$ cat src/rtl/sprite_rom_scheduler.sv
// Time-shares the sprite bitmap ROM between renderer slots during hblank.
// Requests are latched at the first hblank pixel and served lowest index first.
module sprite_rom_scheduler #(
  parameter int NUM_SLOTS   = 4,
  parameter int SLOT_CYCLES = 4,
  parameter int ADDR_W      = 4,
  parameter int H_DISPLAY   = 640,
  parameter int H_TOTAL     = 800
) (
  input  logic                        clk,
  input  logic                        reset,
  input  logic [9:0]                  hpos,
  input  logic [NUM_SLOTS-1:0]        slot_req,
  input  logic [NUM_SLOTS*ADDR_W-1:0] slot_addr,
  input  logic                        overrun_clr,
  output logic [ADDR_W-1:0]           rom_addr,
  output logic [NUM_SLOTS-1:0]        load,
  output logic                        busy,
  output logic                        done,
  output logic                        overrun
);

  // state | meaning
  // IDLE  | waiting for hpos==H_DISPLAY to latch requests
  // GRANT | slot cur owns the ROM; cnt counts 0..SLOT_CYCLES-1
  localparam logic [0:0] S_IDLE  = 1'b0;
  localparam logic [0:0] S_GRANT = 1'b1;

  localparam int IDX_W = (NUM_SLOTS > 1) ? $clog2(NUM_SLOTS) : 1;
  localparam logic [9:0] HPOS_FIRST = 10'(H_DISPLAY);
  localparam logic [9:0] HPOS_LAST  = 10'(H_TOTAL - 1);
  localparam logic [3:0] CNT_LAST   = 4'(SLOT_CYCLES - 1);

  function automatic logic [IDX_W-1:0] lowest(input logic [NUM_SLOTS-1:0] m);
    lowest = '0;
    for (int i = NUM_SLOTS - 1; i >= 0; i--)
      if (m[i]) lowest = IDX_W'(i);
  endfunction

  function automatic logic [NUM_SLOTS-1:0] onehot(input logic [IDX_W-1:0] idx);
    onehot = '0;
    onehot[idx] = 1'b1;
  endfunction

  logic [0:0]           state;
  logic [NUM_SLOTS-1:0] pending;
  logic [IDX_W-1:0]     cur;
  logic [3:0]           cnt;

  logic [ADDR_W-1:0]    addr_arr [NUM_SLOTS];
  logic [NUM_SLOTS-1:0] remaining;
  logic [IDX_W-1:0]     first_idx;
  logic [IDX_W-1:0]     next_idx;

  for (genvar g = 0; g < NUM_SLOTS; g++) begin : g_addr
    assign addr_arr[g] = slot_addr[g*ADDR_W +: ADDR_W];
  end

  assign remaining = pending & ~onehot(cur);
  assign first_idx = lowest(slot_req);
  assign next_idx  = lowest(remaining);
  assign busy      = |load;

  always_ff @(posedge clk or negedge reset) begin
    if (!reset) begin
      state    <= S_IDLE;
      pending  <= '0;
      cur      <= '0;
      cnt      <= '0;
      rom_addr <= '0;
      load     <= '0;
      done     <= 1'b0;
      overrun  <= 1'b0;
    end else begin
      done <= 1'b0;
      if (overrun_clr) overrun <= 1'b0;
      case (state)
        S_IDLE: begin
          if (hpos == HPOS_FIRST) begin
            pending <= slot_req;
            if (slot_req != '0) begin
              state    <= S_GRANT;
              cur      <= first_idx;
              cnt      <= '0;
              load     <= onehot(first_idx);
              rom_addr <= addr_arr[first_idx];
            end else begin
              done <= 1'b1;
            end
          end
        end
        default: begin
          // Running out of hblank aborts the line; later assignment makes set win over clear.
          if (hpos == HPOS_LAST) begin
            state   <= S_IDLE;
            pending <= '0;
            load    <= '0;
            overrun <= 1'b1;
          end else if (cnt == CNT_LAST) begin
            pending <= remaining;
            if (remaining != '0) begin
              cur      <= next_idx;
              cnt      <= '0;
              load     <= onehot(next_idx);
              rom_addr <= addr_arr[next_idx];
            end else begin
              state <= S_IDLE;
              load  <= '0;
              done  <= 1'b1;
            end
          end else begin
            cnt      <= cnt + 4'd1;
            rom_addr <= addr_arr[cur];
          end
        end
      endcase
    end
  end

  a_load_onehot0: assert property (@(posedge clk) disable iff (!reset) $onehot0(load));

endmodule
$ cat config.mk
export PLATFORM = sky130hd
export DESIGN_NAME = sprite_rom_scheduler
export DESIGN_NICKNAME = d
export VERILOG_FILES = /design/src/rtl/sprite_rom_scheduler.sv
export SDC_FILE = /design/constraint.sdc
export NUM_CORES = 1
export LEC_CHECK = 0
export CORE_MARGIN = 2
export CORE_UTILIZATION = 45
export DETAILED_ROUTE_END_ITERATION = 8
export DONT_BUFFER_PORTS = 1
export PLACE_DENSITY = 0.59
export SLEW_MARGIN = 20
export SYNTH_ARGS = -nofsm -noshare
export SYNTH_HDL_FRONTEND = slang
export SYNTH_SLANG_ARGS = --single-unit
$ cat constraint.sdc
create_clock -name clk -period 2.35 [get_ports clk]
set_input_delay 0.235 -clock clk [delete_from_list [all_inputs] [get_ports clk]]
set_output_delay 0.235 -clock clk [all_outputs]
set_load 0.05 [all_outputs]
* Word-level counts from Yosys, hierarchy flattened
Index checks and enable logic that the tools add are counted.
W data, S select, Z words.
** Storage, ports and cells
- Register bits after elaboration :: 21
- Bits of input ports :: 33
- Output and inout port bits :: 11
- Word-level logic and storage cells :: 109
** Cells by class
- Add/subtract/negate cells :: 1
- Order comparisons :: 9
- Eq/ne operators :: 8
- Mux-type cells :: 66
- Bitwise gates (word level) :: 5
- Reduce and logical (&&, ||, !) cells :: 12
** Operators by type and width (number)
- $mux W4 :: 28
- $mux W2 :: 14
- $bmux W4 S2 :: 3
- $eq A10 B10 Y1 const B :: 2
- $mux W1 :: 18
- $ge A3 B3 Y1 const B :: 3
- $lt A2 B3 Y1 const B :: 3
- $not A2 Y3 :: 3
- $reduce_bool A4 Y1 :: 2
- $demux W1 S2 :: 3
- $ge A2 B1 Y1 const B :: 3
- $reduce_and A5 Y1 :: 1
- $add A4 B1 Y4 const B :: 1
- $and A4 B4 Y4 :: 1
- $eq A4 B2 Y1 const B :: 1
- $ne A2 B1 Y1 const B :: 2
- $not A4 Y4 :: 1
- $reduce_and A4 Y1 :: 1
- $reduce_bool A2 Y1 :: 2
- $reduce_or A4 Y1 :: 1
- $logic_and A1 B1 Y1 :: 3
- $ne A3 B1 Y1 const B :: 1
- $ne A3 B2 Y1 const B :: 1
- $reduce_and A3 Y1 :: 1
- other kinds (2) :: 2

* Depth between registers and ports, before layout
- Word-level depth :: 18
- Depth in mapped cells :: 8

* Least setup slack after synthesis
Ideal clock, no wire load.
- Kind :: reg-to-reg
- Start :: reg cnt[0]
- End :: reg rom_addr[0]
- Library setup time :: 0.121 ns
- Arrival :: 1.909 ns
- Path slack :: 0.320 ns
- Cell stages (with the launch flop) :: 8
- Period minus slack after synthesis :: 2.030 ns
- Path through :: dfrtp_1 > ha_1 > or3b_2 > clkbuf_1 > a221oi_2 > o21ai_2 > buf_6 > o22a_1
** On the way
- Longest elaborated chain between the ends :: 4
- Elaborated cells between the ends (all ways) :: 6
** Ends and longest elaborated chain
- start: declaration :: line 48 : logic [3:0] cnt;
- start signal: assignment :: line 112 : cnt <= cnt + 4'd1;
- $eq A4 B2 Y1 * :: line 99 : end else if (cnt == CNT_LAST) begin
- $mux W4 :: line 99
- $mux W4 :: line 94 : if (hpos == HPOS_LAST) begin
- $mux W4 :: line 77 : case (state)
- end signal: assignment :: line 86 : rom_addr <= addr_arr[first_idx];
- end signal: assignment :: line 105 : rom_addr <= addr_arr[next_idx];
- end signal: assignment :: line 113 : rom_addr <= addr_arr[cur];
- end: declaration :: line 16 : output logic [ADDR_W-1:0] rom_addr,
Mark *: on every way between the ends. The rest lies on a longest branch, timed or not. The select of a mux whose other input is x is not followed.
A chain may end at the register's enable or synchronous reset.

* Final worst setup path
- Start :: reg pending[0]
- End :: reg cur[0]
** On the way
- Longest elaborated chain between the ends :: 6
- Elaborated cells between the ends (all ways) :: 9
** Ends and longest elaborated chain
- start: declaration :: line 46 : logic [NUM_SLOTS-1:0] pending;
- start signal: assignment :: line 80 : pending <= slot_req;
- start signal: assignment :: line 100 : pending <= remaining;
- $and A4 B4 Y4 * :: line 59 : assign remaining = pending & ~onehot(cur);
- $mux W2 :: line 37 : if (m[i]) lowest = IDX_W'(i);
- $mux W2 :: line 101 : if (remaining != '0) begin
- $mux W2 :: line 99
- $mux W2 :: line 94
- $mux W2 :: line 77
- end signal: assignment :: line 83 : cur <= first_idx;
- end signal: assignment :: line 102 : cur <= next_idx;
- end: declaration :: line 47 : logic [IDX_W-1:0] cur;
Marks and branches as above.

==> flow_summary.json <==
{
  "endpoint_kind": "flop",
  "vias": 1549,
  "avgSynthCellArea_um2": 8.60,
  "netlist_top_cells_count": "dfrtp_1, nand2_1, o21ai_0",
  "syn_inst": 183,
  "wl_per_cell_um": 18.7,
  "clkPwrFrac_pct": 11.3,
  "yosysUniqueCellTypes": 45,
  "p_sw_share_pct": 46.2,
  "max_freq_ghz": 0.467,
  "nNetsFinal": 229,
  "io_pins": 44,
  "numPortBuffers": 0,
  "worst_slack_ns": 0.209,
  "maxCapViolations": 0,
  "period_needed_ns": 2.14,
  "async_flop_share_pct": 100,
  "cp_data_arrival_time_ns": 2.33,
  "hp-class": "in2reg",
  "status": "complete, no violations",
  "antennaDiodeCount": 0,
  "place_congestion": 0.889,
  "p_per_area_nw_per_um2": 915,
  "grt_pass1_vias": 1630,
  "slew_violations": 0,
  "syn_area_um2": 1570,
  "grt_pass1_wl_um": 7550,
  "finalHoldViolCount": 0,
  "required_ns": 2.54,
  "synth-seq-cells": 21,
  "initial_utilization_pct": 47.2,
  "crit_path_max_fanout": 17,
  "rows": 21,
  "grt_max_degree": 22,
  "fin_worst_skew_ns": 0.00784,
  "fin_setup_tns_ns": 0,
  "ys_seq_area_share_pct": 33.4,
  "postRouteAntennaNets": 0,
  "yosysWarningCount": 0,
  "yosysTopAreaCell": "dfrtp_1",
  "h-tree-depth": 1,
  "cts_tree": "done",
  "drc": 0,
  "postCtsSetupRepairBufs": 0,
  "synth_edf_count": 0,
  "synthToLayoutAreaGrowth_pct": 9.54,
  "finalSetupViolCount": 0,
  "layout_worst_path_cycle_share_pct": 91.1,
  "clock_sinks": 21,
  "grt_overflow_total": 0,
  "synth_flop_cell": "dfrtp_1",
  "chipWidth_um": 63.1,
  "dpl-instance-area_um2": 1680,
  "slew_headroom_pct": 53.3,
  "p_switching_mw": 0.729,
  "tightest_slew_ns": 0.700,
  "timing.critical_path.from_type": "flop",
  "synth_top_area_share_pct": 33.4,
  "grt_setup_unrepaired": "false",
  "critical_path_class": "reg2reg",
  "drive_above_1_share_pct": 12.4,
  "power.internal_mw": 0.850,
  "grt.total_usage_pct": 24.0,
  "via_per_inst": 6.45,
  "cts_root_buffer": "clkbuf_4",
  "fp.dieH_um": 63.1,
  "worstSkewPairLatency_ns": 0.30,
  "firstDrtPassIters": 4,
  "final_cell_area_um2": 1720,
  "cts_buffers": 3,
  "dp_hpwl_um": 3380,
  "routed_wl_um": 4480,
  "fp.dieArea_um2": 3990,
  "holdPathStages": 1,
  "synth_top_cells_by_area": "dfrtp_1, o21ai_0, mux4_2, mux2i_1, a221oi_1",
  "grt_antenna_before_repair": 0,
  "worst-r2r-cell-count": 6,
  "coreArea_um2": 3340,
  "peakVddDrop_mv": 0.458,
  "dp_worst_setup_slack_ns": 0.221,
  "drt_iter0_markers": 133,
  "clk_pin_slew_worst_paths_ns": 0.12,
  "syn_nets": 217,
  "leakagePower_nw": 0.682,
  "clk_path_buf_depth": 2,
  "comb_power_share_pct": 45.5,
  "power_frac_seq_pct": 43.3
}
## layer usage
layer  global-route usage, %  wire, µm  up-vias
met3                    5.54       410        8
met5                       0         0        -
met1                    29.5      1890      750
met2                    41.4      2140       76
li1                        -         -      715
met4                    7.78        38        0
## area by class of cell
type | count | area [µm²]
clock buffers | 4 | 26.3
multi-input cells | 143 | 968
repair buffers | 13 | 97.6
inverters | 13 | 48.8
fillers | 316 | 1610
well taps | 46 | 57.6
flip-flops and latches | 21 | 526
## path summary, 6_finish.rpt
path                                        start                endpoint  slack (ns)
max reg2reg                pending[0]$_DFFE_PN0P_      cur[0]$_DFFE_PN0P_        0.21
min reg2reg                    cnt[0]$_DFFE_PN0P_      cnt[0]$_DFFE_PN0P_        0.51
max                        pending[0]$_DFFE_PN0P_      cur[0]$_DFFE_PN0P_        0.21
max in group asynchronous                   reset      cnt[2]$_DFFE_PN0P_        1.59
min                                   overrun_clr       overrun$_DFF_PN0_       0.007
min in group asynchronous                   reset  pending[1]$_DFFE_PN0P_        0.42
## per-stage QoR
step	power [mW]	hold WS, ns	instances	util, %
detailed placement	1.40	-0.0596	234	50.4
global route	1.70	0.0242	240	51.7
finish	1.58	0.00729	240	51.7
global placement	1.39	-0.0596	234	50.4
CTS	1.58	0.00260	239	51.5
floorplan	1.22	-0.0606	183	-
## critical path, stage by stage, from the launching register on
cell and delay, ns:
dfrtp_1 0.45, or4b_1 0.53, a21boi_1 0.15, a221oi_2 0.33
o21ai_2 0.27, mux2i_1 0.20, o21ai_0 0.09
## sequential cells by signal (all words and copies together) (netlist names)
name      count
pending       4
state         1
rom_addr      4
cnt           4
overrun       1
cur           2
done          1
load          4
## power by group through the flow
stage	clock network, mW	logic [mW]	registers (mW)
finish	0.178	0.718	0.683
global route	0.205	0.801	0.698
CTS	0.182	0.716	0.684
detailed placement	0	0.706	0.691
global placement	0	0.698	0.689
floorplan	0	0.537	0.681
## kinds of logic (layout without fill, tap and decap cells)
| kind of cell | count (synthesis) | count (layout) | share of synthesized area [%] |
|---|---|---|---|
| buffers and inverters | 19 | 30 | 5.09 |
| adders and majority gates | 1 | 1 | 0.795 |
| and+or+nand+nor | 63 | 63 | 20.0 |
| muxes | 13 | 13 | 11.5 |
| AOI/OAI and AO/OA | 66 | 66 | 29.2 |
| DFF | 21 | 21 | 33.4 |
## cell usage in the layout (no fill, tap or decap), types with 2 or more instances in the layout
cell	instances
o22a_1	4
nor2_1	15
a22oi_1	2
a221oi_1	9
nor3b_1	4
a22o_1	3
o22ai_1	4
a21oi_1	7
and2_1	2
mux2i_1	8
o21ai_0	18
nand2_1	21
o2bb2ai_1	2
nand2b_1	4
nor3_1	2
nand3_1	4
inv_1	13
clkbuf_4	3
o31ai_1	8
mux4_2	4
buf_4	11
dfrtp_1	21
## what timing repair did
| action | 4_1_cts | 5_1_grt |
|---|---|---|
| endpoints found under the hold margin | 21 | 21 |
| hold buffers | 1 | 1 |
| resized for setup | 0 | 0 |
(Power assumes the default switching activity.)
